## src/rtl/z80_bus_responder_pkg.sv

```systemverilog
// Shared types and constants for the Z80 bus responder: cycle kinds, FSM states,
// RETI opcode bytes and the I/O address mask helper.
package z80_resp_pkg;

  typedef enum logic [2:0] {
    CYC_NONE,
    CYC_MEMRD,
    CYC_MEMWR,
    CYC_IORD,
    CYC_IOWR,
    CYC_INTA,
    CYC_RFSH
  } cycle_t;

  typedef enum logic [1:0] {
    IDLE,
    REQ,
    STRETCH,
    HOLD
  } resp_state_t;

  localparam logic [7:0] OPC_ED    = 8'hED;
  localparam logic [7:0] OPC_RETI2 = 8'h4D;

  // Mask keeping the low 'bits' address lines of an I/O cycle.
  function automatic logic [15:0] io_addr_mask(input int bits);
    return (bits >= 16) ? 16'hFFFF : 16'((32'h1 << bits) - 32'h1);
  endfunction

endpackage

```

## src/rtl/z80_bus_responder_cycle_decode.sv

```systemverilog
// Combinational classification of the Z80 control strobes into one bus cycle kind,
// resolved in priority order (INTA, refresh, memory, I/O).
module z80_cycle_decode
  import z80_resp_pkg::*;
(
  input  logic   nMREQ,
  input  logic   nIORQ,
  input  logic   nRD,
  input  logic   nWR,
  input  logic   nM1,
  input  logic   nRFSH,
  output cycle_t cyc
);

  always_comb begin
    cyc = CYC_NONE;
    if (!nIORQ && !nM1)      cyc = CYC_INTA;
    else if (!nMREQ && !nRFSH) cyc = CYC_RFSH;
    else if (!nMREQ && !nRD)   cyc = CYC_MEMRD;
    else if (!nMREQ && !nWR)   cyc = CYC_MEMWR;
    else if (!nIORQ && !nRD)   cyc = CYC_IORD;
    else if (!nIORQ && !nWR)   cyc = CYC_IOWR;
  end

endmodule

```

## src/rtl/z80_bus_responder.sv

```systemverilog
// Z80 bus-slave front end: serves memory/I/O/INTA cycles through a req/ack backend,
// stretching with nWAIT, and drives nINT. Optional macro: Z80_RESP_RETI_DETECT_EN.
//
//   state   | meaning
//   IDLE    | waiting for a CPU cycle; nWAIT pulled low as soon as MEM/IO decodes
//   REQ     | be_req held until be_ack
//   STRETCH | WAIT_STATES extra nWAIT cycles after the ack
//   HOLD    | data presented (reads/INTA) until the CPU drops its strobes
module z80_bus_responder
  import z80_resp_pkg::*;
#(
  parameter int         WAIT_STATES  = 0,
  parameter int         IO_ADDR_BITS = 8,
  parameter logic [7:0] RESET_VECTOR = 8'hFF
) (
  input  logic        CLK,
  input  logic        nRESET,
  input  logic [15:0] A,
  input  logic [7:0]  D_in,
  output logic [7:0]  D_out,
  output logic        D_oe,
  input  logic        nMREQ,
  input  logic        nIORQ,
  input  logic        nRD,
  input  logic        nWR,
  input  logic        nM1,
  input  logic        nRFSH,
  output logic        nWAIT,
  output logic        nINT,
  input  logic        int_req,
  input  logic        int_vector_wr,
  input  logic [7:0]  int_vector_din,
  output logic        be_req,
  output logic        be_we,
  output logic        be_io,
  output logic [15:0] be_addr,
  output logic [7:0]  be_wdata,
  input  logic [7:0]  be_rdata,
  input  logic        be_ack
);

  localparam logic [15:0] IO_MASK = io_addr_mask(IO_ADDR_BITS);
  localparam logic [3:0]  WS_LOAD = (WAIT_STATES > 0) ? 4'(WAIT_STATES - 1) : 4'd0;

  cycle_t      cyc;
  resp_state_t state, state_nx;
  logic        bus_cyc, is_write, is_io, released, inta_take, aborted;
  logic        n_wait_c, pending;
  logic [3:0]  ws_cnt;
  logic [7:0]  int_vector;

  z80_cycle_decode u_decode (
    .nMREQ (nMREQ),
    .nIORQ (nIORQ),
    .nRD   (nRD),
    .nWR   (nWR),
    .nM1   (nM1),
    .nRFSH (nRFSH),
    .cyc   (cyc)
  );

  assign bus_cyc   = (cyc == CYC_MEMRD) || (cyc == CYC_MEMWR) || (cyc == CYC_IORD) || (cyc == CYC_IOWR);
  assign is_write  = (cyc == CYC_MEMWR) || (cyc == CYC_IOWR);
  assign is_io     = (cyc == CYC_IORD) || (cyc == CYC_IOWR);
  // A refresh MREQ right after M1 must not keep the cycle alive.
  assign released  = nRD & nWR & nIORQ & (nMREQ | ~nRFSH);
  assign inta_take = (state == IDLE) && (cyc == CYC_INTA);
  assign nWAIT     = n_wait_c;

  always_ff @(posedge CLK or negedge nRESET) begin
    if (!nRESET) state <= IDLE;
    else         state <= state_nx;
  end

  always_comb begin
    state_nx = state;
    n_wait_c = 1'b1;
    case (state)
      IDLE: begin
        if (bus_cyc) begin
          state_nx = REQ;
          n_wait_c = 1'b0;
        end else if (cyc == CYC_INTA) begin
          state_nx = HOLD;
        end
      end
      REQ: begin
        n_wait_c = 1'b0;
        if (be_ack) begin
          if (aborted || released) state_nx = IDLE;
          else if (WAIT_STATES > 0) state_nx = STRETCH;
          else                      state_nx = HOLD;
        end
      end
      STRETCH: begin
        n_wait_c = 1'b0;
        if (ws_cnt == 4'd0) state_nx = HOLD;
      end
      HOLD: begin
        if (released) state_nx = IDLE;
      end
      default: state_nx = IDLE;
    endcase
  end

  always_ff @(posedge CLK or negedge nRESET) begin
    if (!nRESET) begin
      be_req   <= 1'b0;
      be_we    <= 1'b0;
      be_io    <= 1'b0;
      be_addr  <= '0;
      be_wdata <= '0;
      D_out    <= '0;
      D_oe     <= 1'b0;
      aborted  <= 1'b0;
      ws_cnt   <= 4'd0;
    end else begin
      case (state)
        IDLE: begin
          if (bus_cyc) begin
            be_req  <= 1'b1;
            be_we   <= is_write;
            be_io   <= is_io;
            be_addr <= is_io ? (A & IO_MASK) : A;
            aborted <= 1'b0;
            if (is_write) be_wdata <= D_in;
          end else if (cyc == CYC_INTA) begin
            D_out <= int_vector;
            D_oe  <= 1'b1;
          end
        end
        REQ: begin
          if (released) aborted <= 1'b1;
          if (be_ack) begin
            be_req <= 1'b0;
            ws_cnt <= WS_LOAD;
            if (!be_we) D_out <= be_rdata;
            if (state_nx == HOLD && !be_we) D_oe <= 1'b1;
          end
        end
        STRETCH: begin
          if (ws_cnt != 4'd0) ws_cnt <= ws_cnt - 4'd1;
          if (state_nx == HOLD && !be_we) D_oe <= 1'b1;
        end
        HOLD: begin
          if (released) D_oe <= 1'b0;
        end
        default: ;
      endcase
    end
  end

  // A new request beats an acknowledge clear on the same edge.
  always_ff @(posedge CLK or negedge nRESET) begin
    if (!nRESET) begin
      int_vector <= RESET_VECTOR;
      pending    <= 1'b0;
    end else begin
      if (int_vector_wr) int_vector <= int_vector_din;
      if (int_req)        pending <= 1'b1;
      else if (inta_take) pending <= 1'b0;
    end
  end

`ifdef Z80_RESP_RETI_DETECT_EN
  logic in_service, saw_ed, fetch_m1, opcode_take;

  assign opcode_take = (state == REQ) && be_ack && fetch_m1;

  always_ff @(posedge CLK or negedge nRESET) begin
    if (!nRESET) begin
      in_service <= 1'b0;
      saw_ed     <= 1'b0;
      fetch_m1   <= 1'b0;
    end else begin
      if ((state == IDLE) && bus_cyc) fetch_m1 <= (cyc == CYC_MEMRD) && !nM1;
      if (inta_take) begin
        in_service <= 1'b1;
        saw_ed     <= 1'b0;
      end else if (opcode_take) begin
        saw_ed <= (be_rdata == OPC_ED);
        if (saw_ed && (be_rdata == OPC_RETI2)) in_service <= 1'b0;
      end
    end
  end

  assign nINT = ~(pending & ~in_service);
`else
  assign nINT = ~pending;
`endif

endmodule
```

## config.mk

```make
export PLATFORM = sky130hd
export DESIGN_NAME = z80_bus_responder
export DESIGN_NICKNAME = d
export VERILOG_FILES = /design/src/rtl/z80_bus_responder_pkg.sv /design/src/rtl/z80_bus_responder_cycle_decode.sv /design/src/rtl/z80_bus_responder.sv
export SDC_FILE = /design/constraint.sdc
export NUM_CORES = 1
export LEC_CHECK = 0
export ABC_AREA = 1
export BUFFER_PORTS_ARGS = -buffer_cell sky130_fd_sc_hd__buf_4
export CORE_UTILIZATION = 50
export DETAILED_ROUTE_END_ITERATION = 8
export GPL_TIMING_DRIVEN = 0
export PLACE_DENSITY_LB_ADDON = 0.2
export SKIP_CTS_REPAIR_TIMING = 1
export SLEW_MARGIN = 5
export SYNTH_ARGS = -nofsm -noshare
export SYNTH_HDL_FRONTEND = slang
export SYNTH_SLANG_ARGS = --single-unit
```

## constraint.sdc

```tcl
create_clock -name CLK -period 2.2 [get_ports CLK]
set_clock_uncertainty 0.2 [all_clocks]
set_input_delay 0.33 -clock CLK [delete_from_list [all_inputs] [get_ports CLK]]
set_output_delay 0.33 -clock CLK [all_outputs]
set_load 0.03 [all_outputs]
```

== Yosys cells after proc, flatten, opt, wreduce, memory -nomap -nowiden ==
Index checks and enable logic that the tools add are counted.

* Bits in registers: 52
* Latch bits: 0
* RAM bits: 0
* Memory bits (read-only): 0
* Bits of input ports: 51
* Output and inout port bits: 38
* Word-level logic and storage cells: 109
* Memories: 0

* Add/sub/neg operators: 1
* $mul: 0
* Div/mod/pow operators: 0
* Order comparisons: 0
* Equal/unequal tests: 17
* Shift operators: 0
* Multiplexer cells: 38
* Bitwise operators: 6
* Reductions and logical operators: 35

{| class="wikitable"
|+ Operator list
! cell !! count
|-
| 8-bit 2-to-1 mux || 4
|-
| 3-bit 2-to-1 mux || 6
|-
| 16-bit 2-to-1 mux || 1
|-
| 8-bit case mux with 2 select lines || 1
|-
| 2-bit != test (second input constant) || 7
|-
| 1-bit 2-to-1 mux || 12
|-
| 2-bit 2-to-1 mux || 6
|-
| 3-bit AND reduction || 4
|-
| 1-bit logical AND || 8
|-
| 4-bit 2-to-1 mux || 2
|-
| 2-bit case mux with 4 select lines || 1
|-
| 4-bit case mux with 2 select lines || 1
|-
| 1-bit zero test || 7
|-
| 2-bit equality test (second input constant) || 3
|-
| 3-bit by 2-bit equality test with 1-bit output (second input constant) || 2
|-
| 3-bit equality test (second input constant) || 2
|-
| 1-bit logical OR || 6
|-
| 1-bit case mux with 2 select lines || 3
|-
| 2-bit nonzero test || 3
|-
| 5-bit AND reduction || 1
|-
| 4-bit zero test || 1
|-
| 1-bit case mux with 4 select lines || 1
|-
| 4-bit AND reduction || 1
|-
| 4-bit nonzero test || 1
|-
| 10 further kinds || 13
|}

== Logic depth before layout (Yosys ltp) ==
* Depth in word-level cells: 19
* Gate-level depth with buffers: 13
* Mapped depth without buffers: 13

== Cells and area by module ==
Synthesis repeated with hierarchy kept, for this count alone.

* Cell total of the unflattened synthesis: 289
* Area total of the unflattened synthesis: 2513.7 um^2

{| class="wikitable"
|+ By module, submodules not included
! module !! times used !! cells an instance !! area an instance (um^2) !! seq. area each (um^2)
|-
| z80_bus_responder || 1 || 271 || 2432.3 || 1311.3
|-
| z80_cycle_decode || 1 || 18 || 81.3 || 0.0
|}

== Worst setup path before layout ==
OpenSTA, ideal clock, no wires.

* Path type: register to output
* Start: reg state[0]
* End: out nWAIT
* Arrival time: 1.475 ns
* Required time: 1.670 ns
* Setup slack: 0.195 ns
* Cell stages (with the launch flop): 4
* Buffers on the path: 0
* Cells stage by stage: dfrtp_1 -> inv_1 -> ha_1 -> o21ai_0

* Cells in the longest elaborated chain, start to end: 3
* Elaborated cells between the ends (all ways): 5
* Classes of those cells: eq/ne: 2; mux: 1; reduce/logical: 2

{| class="wikitable"
|+ RTL lines
! what !! RTL line !! RTL
|-
| start, declared || z80_bus_responder.sv:46 || <nowiki>resp_state_t state, state_nx;</nowiki>
|-
| start signal, assigned || z80_bus_responder.sv:72 || <nowiki>else state <= state_nx;</nowiki>
|-
| 2-bit equality test / 2-bit by 1-bit equality test with 1-bit output (equally long branches) || z80_bus_responder.sv:78 || <nowiki>case (state)</nowiki>
|-
| 2-bit OR reduction (no source line) || - ||
|-
| 1-bit case mux with 2 select lines * || z80_bus_responder.sv:78 ||
|-
| end, declared || z80_bus_responder.sv:28 || <nowiki>output logic nWAIT,</nowiki>
|}

Every way passes the cells marked *; elsewhere a longest branch is shown, timed or not.

== Final worst setup path ==
Same ends and word-level chain as after synthesis.

==> results_dict.tcl <==
set metrics [dict create \
    max_freq_mhz 462 \
    cts_root_buf "clkbuf_8" \
    comb_power_share_pct 55.9 \
    setup_violations 0 \
    synth-compound-area-share_pct 13.4 \
    drv_slew 0 \
    syn_nets 369 \
    antenna_found_initial 0 \
    p_switching_w 0.00221 \
    core_area_mm2 0.00482 \
    groute.usage.overall_pct 22.2 \
    grt_pass1_wl_mm 8.96 \
    avgViaCountPerCell 4.75 \
    maxCapViolCount 0 \
    clock_path_buffers 2 \
    drt_iter0_markers 114 \
    hpwl_mm 4.18 \
    synth_flop_cell "dfrtp_1" \
    grt_start_max_net_pins 53 \
    total_power_w 0.00477 \
    seqPwrFrac_pct 32.8 \
    setup_tns_ns 0 \
    yosys.area_share.simple_pct 22.5 \
    clkPwrFrac_pct 11.3 \
    synth-seq-cells 52 \
    grt_pass1_vias 2040 \
    synth-edff-count 0 \
    first_pass_iters 4 \
    cts_sinks 52 \
    die_w_um 73.2 \
    critPathMaxFanout 5 \
    worst_slew_margin_rel_pct 57.3 \
    port_buffers 88 \
    critPathRequiredTime_ns 1.67 \
    use_met1_pct 28.5 \
    globalRouteMet2Util_pct 36.2 \
    final_nets 469 \
    r2r_cells 10 \
    synthXorXnorAreaFrac_pct 0.345 \
    hold_path_depth 3 \
    status "finished, final reports clean" \
    start_util_pct 52.7 \
    syn_to_final_growth_pct 35.4 \
    met3_usage_pct 5.25 \
    hold_viol_final 0 \
    async_flop_share_pct 100 \
    clk_pin_slew_worst_paths_ns 0.09 \
    busiest_layer "met2" \
    syn_area_mm2 0.00254 \
    syn_inst 313 \
    synth.area.top_cells "dfrtp_1 43%, nand2_1 16%, dfstp_2 8.3%, inv_1 7.0%, o21ai_0 4.9%" \
    drc_errors 0 \
    ctsHtreeMaxLevel 2 \
    sw_frac_of_total_pct 46.3 \
    grt_overflow 0 \
    routedWlPerCell_um 11.9 \
    ys_seq_area_share_pct 51.7 \
    antenna_cells 0 \
    floorplan.io_pins 89 \
    internal-power_w 0.00256 \
    tightest_slew_ns 0.641 \
    leakagePower_nw 1.86 \
    synth_largest_area_cell "dfrtp_1" \
    worstPathArrival_ns 1.63 \
    min_period_over_period_pct 98.4 \
    cts_tree "built" \
    via_count 2286 \
    netlist-cell-type-count 28 \
    synthMuxAreaShare_pct 0 \
    worstSetupStartpointType "flop" \
    cp-end-kind "primary output" \
    yosys_warnings 0 \
    ir_drop_mv 0.719 \
    dieArea_mm2 0.00536 \
    floorplan.die.height_um 73.2 \
    yosys.area_share.adder_pct 2.47 \
    worst_skew_pair.late_latency_ns 0.31 \
    wl_mm 5.74 \
    yosys.area.top_type_share_pct 43.4 \
    path_class "flop to primary output" \
    layout_min_cycle_time_ns 2.16 \
    fp-row-count 25 \
    drive_gt1_share_pct 34.1 \
    synth.avg_cell_area_um2 8.11 \
    hold_class "primary input to flop" \
    routabilityCongestion 0.834 \
    powerDensity_mw_per_mm2 1390 \
    numCtsBuffers 5 \
    synth_top_family_by_area "simple AND/OR/NAND/NOR gates" \
    ant_nets 0 \
]
per-layer routing:
layer	part of all wire (%)	routed length (µm)
met5	0	0
met4	1.8	102
met3	4.3	245
met2	50	2880
met1	44	2520
registers in the layout (all words and copies together), names as in the netlist:
name and cells:
pending 1, be_we 1, D_out 8, state 2
be_addr 16, ws_cnt 4, aborted 1, D_oe 1
be_req 1, be_io 1, be_wdata 8, int_vector 8
worst paths after layout:
kind / from / endpoint / slack, ns
min: A[9] / be_addr[9]$_DFFE_PN0P_ / 0.01
max: state[0]$_DFF_PN0_ / nWAIT / 0.04
max in group asynchronous: nRESET / state[0]$_DFF_PN0_ / 0.94
max reg2reg: state[0]$_DFF_PN0_ / ws_cnt[2]$_DFFE_PN0P_ / 0.13
min in group asynchronous: nRESET / be_addr[12]$_DFFE_PN0P_ / 0.39
min reg2reg: int_vector[2]$_DFFE_PN1P_ / int_vector[2]$_DFFE_PN1P_ / 0.28
cell usage in the layout (no fill, tap or decap), types with 3 or more instances in the layout:
| cell | count |
|---|---|
| nand2_1 | 111 |
| clkbuf_8 | 5 |
| a21oi_1 | 6 |
| nor2_1 | 11 |
| nand4_1 | 3 |
| inv_1 | 47 |
| o21ai_1 | 8 |
| buf_4 | 91 |
| nand2_2 | 3 |
| ha_1 | 3 |
| o21ai_0 | 24 |
| nand3_1 | 3 |
| buf_2 | 3 |
| dfrtp_1 | 43 |
| clkbuf_1 | 4 |
| dfstp_2 | 8 |
| o21ai_2 | 11 |
| inv_2 | 5 |
cells in the mapped netlist, types with 4 or more instances:
cell type and instances:
nand3_1 4, dfstp_2 8, a21oi_1 6, nor2_1 12, o21ai_2 11, inv_2 5
o21ai_1 7, inv_1 47, ha_1 5, o21ai_0 25, nand2_1 111, dfrtp_1 44
stage by stage:
step	setup WS, ns	area, µm²	util, %	hold slack [ns]	instances
floorplan	0.195	2540	-	-0.166	313
global placement	0.0131	3280	68.1	0.203	468
detailed placement	-0.0319	3280	68.1	0.203	468
CTS	-0.0577	3370	69.9	-0.134	476
global route	-0.00714	3440	71.3	0.0112	481
finish	0.0353	3440	71.3	0.0142	481
area by class of cell:
cell class	instances	area (µm²)
plain buffers	8	50.0
clock buffers	7	76.3
multi-input cells	201	1010
inverters	52	195
fillers	413	1380
repair buffers	93	703
clock inverters	1	8.76
flip-flops and latches	52	1310
well taps	67	83.8
power by group through the flow:
| stage | logic [W] | clock network [W] | registers [W] |
|---|---|---|---|
| after CTS | 0.00259 | 0.000555 | 0.00156 |
| after global routing | 0.00291 | 0.000592 | 0.00161 |
| after global placement | 0.00252 | 0 | 0.00156 |
| after detailed placement | 0.00258 | 0 | 0.00157 |
| after floorplan | 0.00111 | 0 | 0.00214 |
| final | 0.00267 | 0.000539 | 0.00156 |
critical path, stage by stage (launching register included):
cell and delay, ns:
dfrtp_2 0.46, inv_1 0.14, ha_2 0.31, o21ai_0 0.22, buf_4 0.20
cells by family after synthesis:
kind of cell,after synthesis
xor+xnor,1
compound gates,56
simple gates,139
flops,52
fa+ha+maj,5
buf+inv,60
(Power assumes the default switching activity.)
